## config.mk

```make
export PLATFORM = sky130hd
export DESIGN_NAME = bcd_rtc_clock_flat
export DESIGN_NICKNAME = d
export VERILOG_FILES = /design/src/rtl/bcd_rtc_clock_if.sv /design/src/rtl/bcd_rtc_clock.sv /design/src/flat_wrapper.sv
export SDC_FILE = /design/constraint.sdc
export NUM_CORES = 1
export LEC_CHECK = 0
export BUFFER_PORTS_ARGS = -buffer_cell sky130_fd_sc_hd__buf_4
export CAP_MARGIN = 5
export CORE_UTILIZATION = 50
export CTS_CLUSTER_DIAMETER = 30
export DETAILED_ROUTE_END_ITERATION = 8
export MAX_ROUTING_LAYER = met4
export PLACE_DENSITY_LB_ADDON = 0.25
export RECOVER_POWER = 50
export REMOVE_ABC_BUFFERS = 1
export SYNTH_ARGS = -nofsm -noshare
export SYNTH_HDL_FRONTEND = slang
export SYNTH_SLANG_ARGS = --single-unit
```

## constraint.sdc

```tcl
create_clock -name clk -period 9.78 [get_ports clk]
set_input_delay 1.467 -clock clk [delete_from_list [all_inputs] [get_ports clk]]
set_output_delay 1.467 -clock clk [all_outputs]
set_load 0.01 [all_outputs]
```

## src/rtl/bcd_rtc_clock_if.sv

```systemverilog
// Control/status bundle of the BCD real-time clock: run/set/alarm controls in,
// display time and event flags out.
interface bcd_rtc_clock_if;
  logic        ena;
  logic        mode_24h;
  logic        set_valid;
  logic [23:0] set_time;
  logic        alarm_wr;
  logic [15:0] alarm_hhmm;
  logic        alarm_en;
  logic        alarm_ack;
  logic [7:0]  hh;
  logic [7:0]  mm;
  logic [7:0]  ss;
  logic        pm;
  logic        sec_pulse;
  logic        set_err;
  logic        alarm_irq;

  modport master (
    output ena, mode_24h, set_valid, set_time, alarm_wr, alarm_hhmm, alarm_en, alarm_ack,
    input  hh, mm, ss, pm, sec_pulse, set_err, alarm_irq
  );

  modport slave (
    input  ena, mode_24h, set_valid, set_time, alarm_wr, alarm_hhmm, alarm_en, alarm_ack,
    output hh, mm, ss, pm, sec_pulse, set_err, alarm_irq
  );
endinterface

```

## src/rtl/bcd_rtc_clock.sv

```systemverilog
// BCD real-time clock: 24-hour internal time, 12/24-hour display, seconds
// prescaler, validated time set and one hh:mm alarm with sticky interrupt.
module bcd_rtc_clock #(
  parameter int unsigned TICK_DIV = 1
) (
  input logic             clk,
  input logic             reset,
  bcd_rtc_clock_if.slave  bus
);

  localparam int unsigned PW = (TICK_DIV > 1) ? $clog2(TICK_DIV) : 1;
  localparam int unsigned TW = 24;
  localparam int unsigned AW = 16;

  logic [PW-1:0] pre_q, pre_d;
  logic [TW-1:0] time_q, time_d;
  logic [AW-1:0] alarm_q, alarm_d;

  logic [7:0] hh_q, mm_q, ss_q;
  logic       pm_q, sec_pulse_q, set_err_q, alarm_irq_q;

  logic tick_c, set_ok_c, alarm_ok_c, fire_c, reject_c;

  function automatic logic [7:0] bcd2bin(input logic [7:0] v);
    return 8'(v[7:4]) * 8'd10 + 8'(v[3:0]);
  endfunction

  function automatic logic [7:0] bin2bcd(input logic [7:0] b);
    return {4'(b / 8'd10), 4'(b % 8'd10)};
  endfunction

  // Both digits decimal and the value within range.
  function automatic logic bcd_ok(input logic [7:0] v, input logic [7:0] max_bin);
    return (v[7:4] <= 4'd9) && (v[3:0] <= 4'd9) && (bcd2bin(v) <= max_bin);
  endfunction

  // Two-digit BCD increment wrapping to 00 after 'last'.
  function automatic logic [7:0] bcd_inc(input logic [7:0] v, input logic [7:0] last);
    logic [7:0] r;
    if (v == last) begin
      r = 8'h00;
    end else if (v[3:0] == 4'd9) begin
      r = {v[7:4] + 4'd1, 4'd0};
    end else begin
      r = {v[7:4], v[3:0] + 4'd1};
    end
    return r;
  endfunction

  function automatic logic [TW-1:0] advance(input logic [TW-1:0] t);
    logic [7:0] h, m, s;
    h = t[23:16];
    m = t[15:8];
    s = bcd_inc(t[7:0], 8'h59);
    if (t[7:0] == 8'h59) begin
      m = bcd_inc(t[15:8], 8'h59);
      if (t[15:8] == 8'h59) begin
        h = bcd_inc(t[23:16], 8'h23);
      end
    end
    return {h, m, s};
  endfunction

  // Internal 00..23 hour to display hour; 12-hour mode maps 00 to 12.
  function automatic logic [7:0] disp_hour(input logic [7:0] h, input logic mode_24);
    logic [7:0] b;
    logic [7:0] r;
    b = bcd2bin(h);
    if (mode_24) begin
      r = h;
    end else if (b == 8'd0) begin
      r = 8'h12;
    end else if (b > 8'd12) begin
      r = bin2bcd(b - 8'd12);
    end else begin
      r = h;
    end
    return r;
  endfunction

  // Validation of host writes.
  always_comb begin
    set_ok_c   = 1'b0;
    alarm_ok_c = 1'b0;
    reject_c   = 1'b0;
    if (bus.set_valid) begin
      set_ok_c = bcd_ok(bus.set_time[23:16], 8'd23) &&
                 bcd_ok(bus.set_time[15:8],  8'd59) &&
                 bcd_ok(bus.set_time[7:0],   8'd59);
    end
    if (bus.alarm_wr) begin
      alarm_ok_c = bcd_ok(bus.alarm_hhmm[15:8], 8'd23) &&
                   bcd_ok(bus.alarm_hhmm[7:0],  8'd59);
    end
    reject_c = (bus.set_valid && !set_ok_c) || (bus.alarm_wr && !alarm_ok_c);
  end

  // Next time / prescaler / alarm; a valid set overrides a coincident tick.
  always_comb begin
    pre_d   = pre_q;
    time_d  = time_q;
    alarm_d = alarm_q;
    tick_c  = 1'b0;
    fire_c  = 1'b0;
    if (set_ok_c) begin
      time_d = bus.set_time;
      pre_d  = '0;
    end else if (bus.ena) begin
      if (pre_q == PW'(TICK_DIV - 1)) begin
        pre_d  = '0;
        tick_c = 1'b1;
        time_d = advance(time_q);
      end else begin
        pre_d = pre_q + PW'(1);
      end
    end
    fire_c = tick_c && bus.alarm_en && (time_d == {alarm_q, 8'h00});
    if (alarm_ok_c) begin
      alarm_d = bus.alarm_hhmm;
    end
  end

  always_ff @(posedge clk) begin
    if (reset) begin
      pre_q       <= '0;
      time_q      <= '0;
      alarm_q     <= '0;
      hh_q        <= bus.mode_24h ? 8'h00 : 8'h12;
      mm_q        <= 8'h00;
      ss_q        <= 8'h00;
      pm_q        <= 1'b0;
      sec_pulse_q <= 1'b0;
      set_err_q   <= 1'b0;
      alarm_irq_q <= 1'b0;
    end else begin
      pre_q       <= pre_d;
      time_q      <= time_d;
      alarm_q     <= alarm_d;
      hh_q        <= disp_hour(time_d[23:16], bus.mode_24h);
      mm_q        <= time_d[15:8];
      ss_q        <= time_d[7:0];
      pm_q        <= (bcd2bin(time_d[23:16]) >= 8'd12);
      sec_pulse_q <= tick_c;
      set_err_q   <= reject_c;
      alarm_irq_q <= fire_c | (alarm_irq_q & ~bus.alarm_ack);
    end
  end

  assign bus.hh        = hh_q;
  assign bus.mm        = mm_q;
  assign bus.ss        = ss_q;
  assign bus.pm        = pm_q;
  assign bus.sec_pulse = sec_pulse_q;
  assign bus.set_err   = set_err_q;
  assign bus.alarm_irq = alarm_irq_q;

endmodule

```

## src/flat_wrapper.sv

```systemverilog
// flat-port wrapper written by rule: the top's interface ports become plain ports
module bcd_rtc_clock_flat 
#(
  parameter int unsigned TICK_DIV = 1
)
  (clk, reset, bus_ena, bus_mode_24h, bus_set_valid, bus_set_time, bus_alarm_wr, bus_alarm_hhmm, bus_alarm_en, bus_alarm_ack, bus_hh, bus_mm, bus_ss, bus_pm, bus_sec_pulse, bus_set_err, bus_alarm_irq);
  bcd_rtc_clock_if bus_i ();
  input logic clk;
  input logic reset;
  input wire logic [$bits(bus_i.ena)-1:0] bus_ena;
  input wire logic [$bits(bus_i.mode_24h)-1:0] bus_mode_24h;
  input wire logic [$bits(bus_i.set_valid)-1:0] bus_set_valid;
  input wire logic [$bits(bus_i.set_time)-1:0] bus_set_time;
  input wire logic [$bits(bus_i.alarm_wr)-1:0] bus_alarm_wr;
  input wire logic [$bits(bus_i.alarm_hhmm)-1:0] bus_alarm_hhmm;
  input wire logic [$bits(bus_i.alarm_en)-1:0] bus_alarm_en;
  input wire logic [$bits(bus_i.alarm_ack)-1:0] bus_alarm_ack;
  output wire logic [$bits(bus_i.hh)-1:0] bus_hh;
  output wire logic [$bits(bus_i.mm)-1:0] bus_mm;
  output wire logic [$bits(bus_i.ss)-1:0] bus_ss;
  output wire logic [$bits(bus_i.pm)-1:0] bus_pm;
  output wire logic [$bits(bus_i.sec_pulse)-1:0] bus_sec_pulse;
  output wire logic [$bits(bus_i.set_err)-1:0] bus_set_err;
  output wire logic [$bits(bus_i.alarm_irq)-1:0] bus_alarm_irq;
  assign bus_i.ena = bus_ena;
  assign bus_i.mode_24h = bus_mode_24h;
  assign bus_i.set_valid = bus_set_valid;
  assign bus_i.set_time = bus_set_time;
  assign bus_i.alarm_wr = bus_alarm_wr;
  assign bus_i.alarm_hhmm = bus_alarm_hhmm;
  assign bus_i.alarm_en = bus_alarm_en;
  assign bus_i.alarm_ack = bus_alarm_ack;
  assign bus_hh = bus_i.hh;
  assign bus_mm = bus_i.mm;
  assign bus_ss = bus_i.ss;
  assign bus_pm = bus_i.pm;
  assign bus_sec_pulse = bus_i.sec_pulse;
  assign bus_set_err = bus_i.set_err;
  assign bus_alarm_irq = bus_i.alarm_irq;
  bcd_rtc_clock #(.TICK_DIV(TICK_DIV)) u_core (.clk(clk), .reset(reset), .bus(bus_i));
endmodule
```

# After elaboration in Yosys (flattened, before gate mapping)
# Index checks and enable logic that the tools add are counted.
totals:
  inputBits: 48
  out_inout_bits: 28
  wordCells: 104
  regBits: 69
classes:
  bitwise: 3
  magnitude_cmp: 17
  mux: 23
  reduce_logical: 22
  n_addsub: 14
  n_div: 2
  eq_ne: 7
  n_mul: 6
ops:
  columns: ["cell", "n"]
  rows:
  - ["8-bit 2-to-1 mux", 13]
  - ["24-bit 2-to-1 mux", 3]
  - ["8-bit by 4-bit adder with 8-bit output", 6]
  - ["4-bit by 3-bit multiplier with 7-bit output (second input constant)", 6]
  - ["4-bit <= comparator (second input constant)", 10]
  - ["4-bit by 1-bit adder with 4-bit output (second input constant)", 6]
  - ["24-bit equality test", 1]
  - ["8-bit by 6-bit <= comparator with 1-bit output (second input constant)", 3]
  - ["1-bit logical AND", 17]
  - ["8-bit by 7-bit equality test with 1-bit output (second input constant)", 2]
  - ["8-bit by 5-bit <= comparator with 1-bit output (second input constant)", 2]
  - ["4-bit equality test (second input constant)", 3]
  - ["8-bit by 4-bit divider with 8-bit output (second input constant)", 1]
  - ["8-bit by 6-bit equality test with 1-bit output (second input constant)", 1]
  - ["8-bit by 4-bit >= comparator with 1-bit output (second input constant)", 1]
  - ["8-bit by 4-bit greater-than comparator with 1-bit output (second input constant)", 1]
  - ["8-bit zero test", 1]
  - ["8-bit by 4-bit modulo with 8-bit output (second input constant)", 1]
  - ["8-bit by 4-bit subtractor with 8-bit output (second input constant)", 1]
  - ["1-bit 2-to-1 mux", 6]
  - ["5-bit 2-to-1 mux", 1]
  - ["1-bit zero test", 2]
  - ["2-bit OR reduction", 1]
  - ["1-bit adder (second input constant)", 1]
  - ["other kinds (4)", 4]

# Depth between registers and ports, before layout
depth:
  ltp_word: 16
  ltp_mapped: 36
  ltp_nobuf: 31

# Worst setup path before layout
# OpenSTA, ideal clock, no wires.
synth_path:
  path_type: "in2reg"
  start: "in bus_set_time[5]"
  end: "reg u_core.hh_q[4], in the netlist u_core.bus.hh[4]"
  path_buffers: 4
  setup_time_ps: 122
  setup_slack_ps: 251
  t_required_ps: 9658
  arrival_time_ps: 9407
  stages: 33
  path_cell_list: "ha_1 ha_1 inv_1 fa_1 nand2b_1 a2111o_1 a2111o_1 or4_1 or4_4 buf_6 clkbuf_1 o21ai_0 inv_1 ha_1 ha_1 ha_1 nand2_1 o21bai_1 o21a_1 mux2i_1 mux2i_1 a2111o_1 and2_1 clkbuf_1 a221oi_4 mux2i_1 a31oi_1 a211oi_2 o2111a_1 buf_6 mux2i_1 nor2b_1 o32a_1"
synth_via:
  elab_chain_cells: 15
  elab_cells_between_ends: 19
  classes_between: "3 x add/sub; 2 x mul; 1 x div; 3 x order compare; 6 x mux; 4 x reduce/logical"
synth_rtl:
  columns: ["item", "line", "source"]
  rows:
  - ["start, declared", "flat_wrapper.sv:13", "input wire logic [$bits(bus_i.set_time)-1:0] bus_set_time;"]
  - ["4-bit by 3-bit multiplier with 7-bit output", "bcd_rtc_clock.sv:25", "return 8'(v[7:4]) * 8'd10 + 8'(v[3:0]);"]
  - ["8-bit by 4-bit adder with 8-bit output", "bcd_rtc_clock.sv:25", null]
  - ["8-bit by 6-bit <= comparator with 1-bit output", "bcd_rtc_clock.sv:34", "return (v[7:4] <= 4'd9) && (v[3:0] <= 4'd9) && (bcd2bin(v) <= max_bin);"]
  - ["1-bit logical AND *", "bcd_rtc_clock.sv:34", null]
  - ["1-bit logical AND *", "bcd_rtc_clock.sv:88", "bcd_ok(bus.set_time[15:8], 8'd59) &&"]
  - ["1-bit 2-to-1 mux *", "bcd_rtc_clock.sv:86", "if (bus.set_valid) begin"]
  - ["24-bit 2-to-1 mux *", "bcd_rtc_clock.sv:105", "if (set_ok_c) begin"]
  - ["net u_core.time_d[21]", "bcd_rtc_clock.sv:16", "logic [TW-1:0] time_q, time_d;"]
  - ["4-bit by 3-bit multiplier with 7-bit output *", "bcd_rtc_clock.sv:25", null]
  - ["8-bit by 4-bit adder with 8-bit output *", "bcd_rtc_clock.sv:25", null]
  - ["8-bit by 4-bit subtractor with 8-bit output", "bcd_rtc_clock.sv:74", "r = bin2bcd(b - 8'd12);"]
  - ["8-bit by 4-bit divider with 8-bit output", "bcd_rtc_clock.sv:29", "return {4'(b / 8'd10), 4'(b % 8'd10)};"]
  - ["8-bit 2-to-1 mux", "bcd_rtc_clock.sv:73", "end else if (b > 8'd12) begin"]
  - ["8-bit 2-to-1 mux *", "bcd_rtc_clock.sv:71", "end else if (b == 8'd0) begin"]
  - ["8-bit 2-to-1 mux *", "bcd_rtc_clock.sv:69", "if (mode_24) begin"]
  - ["8-bit 2-to-1 mux *", "bcd_rtc_clock.sv:124", "if (reset) begin"]
  - ["end signal, assigned", "bcd_rtc_clock.sv:128", "hh_q <= bus.mode_24h ? 8'h00 : 8'h12;"]
  - ["end signal, assigned", "bcd_rtc_clock.sv:139", "hh_q <= disp_hour(time_d[23:16], bus.mode_24h);"]
  - ["end, declared", "bcd_rtc_clock.sv:19", "logic [7:0] hh_q, mm_q, ss_q;"]
# Mark *: on every way through the listed nets, which the timed path passes. The rest lies on a longest branch.
# A chain may end at the register's enable or synchronous reset.

# Worst setup path after layout
layout_path:
  start: "in bus_set_time[5]"
  end: "reg u_core.hh_q[2], in the netlist u_core.bus.hh[2]"
layout_via:
  elab_chain_cells: 15
  elab_cells_between_ends: 19
  classes_between: "3 x add/sub; 2 x mul; 1 x div; 3 x order compare; 6 x mux; 4 x reduce/logical"
layout_rtl:
  columns: ["item", "line"]
  rows:
  - ["4-bit by 3-bit multiplier with 7-bit output", "bcd_rtc_clock.sv:25"]
  - ["8-bit by 4-bit adder with 8-bit output", "bcd_rtc_clock.sv:25"]
  - ["8-bit by 6-bit <= comparator with 1-bit output", "bcd_rtc_clock.sv:34"]
  - ["1-bit logical AND *", "bcd_rtc_clock.sv:34"]
  - ["1-bit logical AND *", "bcd_rtc_clock.sv:88"]
  - ["1-bit 2-to-1 mux *", "bcd_rtc_clock.sv:86"]
  - ["24-bit 2-to-1 mux *", "bcd_rtc_clock.sv:105"]
  - ["net u_core.time_d[23]", "bcd_rtc_clock.sv:16"]
  - ["4-bit by 3-bit multiplier with 7-bit output *", "bcd_rtc_clock.sv:25"]
  - ["8-bit by 4-bit adder with 8-bit output *", "bcd_rtc_clock.sv:25"]
  - ["8-bit by 4-bit subtractor with 8-bit output", "bcd_rtc_clock.sv:74"]
  - ["8-bit by 4-bit modulo with 8-bit output", "bcd_rtc_clock.sv:29"]
  - ["8-bit 2-to-1 mux", "bcd_rtc_clock.sv:73"]
  - ["8-bit 2-to-1 mux *", "bcd_rtc_clock.sv:71"]
  - ["8-bit 2-to-1 mux *", "bcd_rtc_clock.sv:69"]
  - ["8-bit 2-to-1 mux *", "bcd_rtc_clock.sv:124"]
# Marks and branches as above.

==> flow_metrics.py <==
metrics = {
    "clock_network": {
        "postCtsHoldBufs": 0,
        "clkTransAtPathRegs_ns": 0.10,
        "htreeDepth": 2,
        "cts_tree": "built",
        "clock-sinks": 52,
        "clk_latency_ns": 0.32,
        "cts_max_path_buffers": 2,
        "clockRootBuffer": "clkbuf_8",
        "cts_buffers": 5,
    },
    "die": {
        "dieHeight_um": 108,
        "die_area_um2": 11600,
        "start_util_pct": 51.3,
        "core_area_um2": 10900,
        "die_w_um": 108,
        "fp-row-count": 38,
        "pin_count": 76,
    },
    "global_routing": {
        "grt-ovfl-total": 0,
        "first_global_vias": 4970,
        "grt_max_degree": 51,
        "grtUsageTotal_pct": 25.6,
        "antenna_found_initial": 0,
        "grt_first_pass_wirelength_mm": 23.2,
    },
    "run_status": {
        "status": "finished clean",
    },
    "finish": {
        "fillers": 1034,
        "antenna_cells": 0,
        "synthToLayoutAreaGrowth_pct": 12.1,
        "nets": 889,
        "drive_gt1_share_pct": 12.1,
    },
    "timing": {
        "hold_violations": 0,
        "relSlewSlack_pct": 32.4,
        "max_freq_mhz": 107,
        "finalCritPeriodShare_pct": 95.3,
        "skew_ns": 0.00618,
        "setup-violations-final": 0,
        "min_period_ns": 9.32,
        "fin_ws_ns": 0.460,
        "drv_slew": 0,
        "setup_tns_ns": 0,
        "rsz0062_at_grt": "no",
        "worst_pin_slew_ns": 1.01,
    },
    "placement": {
        "place_ws_ns": 0.156,
        "gp_congestion": 0.915,
        "dp_hpwl_mm": 11.2,
        "io_buffers": 75,
    },
    "critical_path": {
        "path_common_cell": "ha_1",
        "crit_path_max_fanout": 14,
        "max_stage_delay_ns": 0.65,
        "worstPathArrival_ns": 9.56,
        "crit_type": "primary input to register",
        "startpoint_type": "primary input",
        "cp.required_ns": 10.02,
        "cpMaxStageDelayCell": "or4_4",
        "r2r_cells": 28,
        "end_kind": "register",
    },
    "hold_path": {
        "min_delay_path_depth": 2,
        "min_path_type": "register to register",
    },
    "pwr": {
        "internal-power_w": 0.000329,
        "p_leak_nw": 2.84,
        "power.density_nw_per_um2": 77.4,
        "sw_frac_of_total_pct": 32.1,
        "ir_drop_mv": 0.0575,
        "p_sw_w": 0.000156,
        "clockPowerShare_pct": 26.7,
        "comb_power_share_pct": 28.6,
        "power_frac_seq_pct": 44.7,
    },
    "synth": {
        "yosysWarnings": 0,
        "synth_area_leaders": "dfxtp_1, ha_1, nor2_1",
        "postSynthCellCount": 707,
        "netlist_area_um2": 5590,
        "ys_ff_latch": 52,
        "async_reset_ff_share_pct": 0,
        "synth_cell_types": 79,
        "synth_edf_count": 0,
        "synth.top_cell.area_share_pct": 18.6,
        "syn_avg_cell_area_um2": 7.91,
        "yosysTopAreaCell": "dfxtp_1",
        "yosysSeqAreaShare_pct": 18.6,
        "synthFlopType": "dfxtp_1",
    },
    "route": {
        "antenna_left": 0,
        "wl_per_cell_um": 15.7,
        "drc": 0,
        "drt-vias-per-instance": 5.87,
        "wl_mm": 14.4,
        "via_count": 5367,
        "first_iter_violations": 415,
        "firstDrtPassIters": 5,
    },
    "run": {
        "cap_violations": 0,
    },
}
[layer usage]
metal | GRT usage (%) | share of wire [%]
met5 | - | 0
met1 | 33.7 | 48
met4 | 6.46 | 1.4
met3 | 2.54 | 4.9
met2 | 42.0 | 45
[cell usage in the layout, fill, tap and decap left out, types with 5 or more instances in the layout]
cell type and count:
dfxtp_1 52, nor4_1 8, ha_1 57, xor2_1 18
a31oi_1 5, nand3_1 21, xnor2_1 27, nand2_1 54
o211ai_1 8, nand4_1 8, mux2i_1 31, inv_1 37
nor3_1 21, nor2b_1 7, a21oi_1 43, nand2b_1 12
nor2_1 87, a21o_1 11, a211oi_1 8, fa_1 11
clkbuf_1 30, clkbuf_8 5, and2_1 5, o21ai_0 37
nor3b_1 7, and3_1 6, buf_4 66
[what timing repair did]
item	4_1_cts	5_1_grt
buffers inserted	0	3
resized for setup	0	5
endpoints found under the setup margin	0	3
[area by class of cell]
type                       count  area (µm²)  share of cell area, %
clock inverter                 2        16.3                  0.260
inverter                      38         143                   2.28
tap                          140         175                   2.80
multi-input combinational    581        4210                   67.2
timing repair buffer          95         604                   9.65
clock buffer                   6        72.6                   1.16
sequential                    52        1040                   16.6
[worst paths after layout]
path | from | end | slack, ns
setup / recovery | bus_set_time[5] | u_core.bus.hh[2] | 0.46
hold / removal | u_core.bus.alarm_irq | u_core.bus.alarm_irq | 0.48
setup reg to reg | u_core.bus.ss[0] | u_core.bus.hh[2] | 2.60
hold reg to reg | u_core.bus.alarm_irq | u_core.bus.alarm_irq | 0.48
[sequential cells by signal (all words and copies together) (netlist names)]
name	flops
u_core.alarm_q	16
u_core.bus.alarm_irq	1
u_core.bus.hh	8
u_core.bus.mm	7
u_core.bus.pm	1
u_core.bus.sec_pulse	1
u_core.bus.set_err	1
u_core.bus.ss	7
u_core.time_q	10
[kinds of logic (layout without fill, tap and decap cells)]
| group | after synthesis | in the layout | share of synthesized area [%] |
|---|---|---|---|
| DFF | 52 | 52 | 18.6 |
| buffers and inverters | 75 | 141 | 6.51 |
| AOI/OAI and AO/OA | 166 | 167 | 20.3 |
| xor gates and xnor gates | 48 | 48 | 8.04 |
| muxes | 34 | 34 | 6.34 |
| and+or+nand+nor | 263 | 263 | 23.3 |
| adders and majority gates | 69 | 69 | 16.9 |
[power by group through the flow]
stage	Sequential, W	Clock (W)	Combinational (W)
after global routing	0.000217	0.000141	0.000154
after floorplan	0.000222	0	0.0000857
after global placement	0.000221	0	0.000134
final	0.000217	0.000130	0.000139
after detailed placement	0.000221	0	0.000138
after CTS	0.000216	0.000134	0.000139
[cell usage after synthesis (all sizes together) (3+ instances only)]
cell type  number
a211oi         10
o311ai          5
a211o           3
dfxtp          52
nand2b         12
nand2          54
nor3           22
buf            23
and3            7
nor2           88
nor2b           7
and2            5
a21oi          43
a31oi           5
o211ai          8
o21ai          40
clkbuf         14
nand4           8
fa             11
nand3          21
xnor2          28
and3b           3
and4            3
nor4            8
a22oi           4
nor3b           7
xor2           19
or3             3
a221oi          4
mux2i          33
a2111o          3
a22o            3
inv            38
or4             5
a21o           11
nand3b          4
ha             57
[critical path, delay by kind of cell]
kind | cells | cell delay [ns]
AOI/OAI and AO/OA | 11 | 3.02
adders and majority gates | 6 | 1.82
muxes | 3 | 0.52
and+or+nand+nor | 7 | 2.01
buffers and inverters | 5 | 0.68
[metrics by stage]
step           util [%]  area, µm²  total power, W  hold WS, ns  instances
2_1_floorplan         -       5370        0.000308        0.483        670
3_3_place_gp       57.3       6230        0.000355        0.456        902
3_5_place_dp       57.3       6230        0.000360        0.466        902
4_1_cts            58.1       6320        0.000489        0.481        910
5_1_grt            57.5       6260        0.000512        0.514        914
6_report           57.5       6260        0.000485        0.479        914
Power figures use the tool's default switching activity.
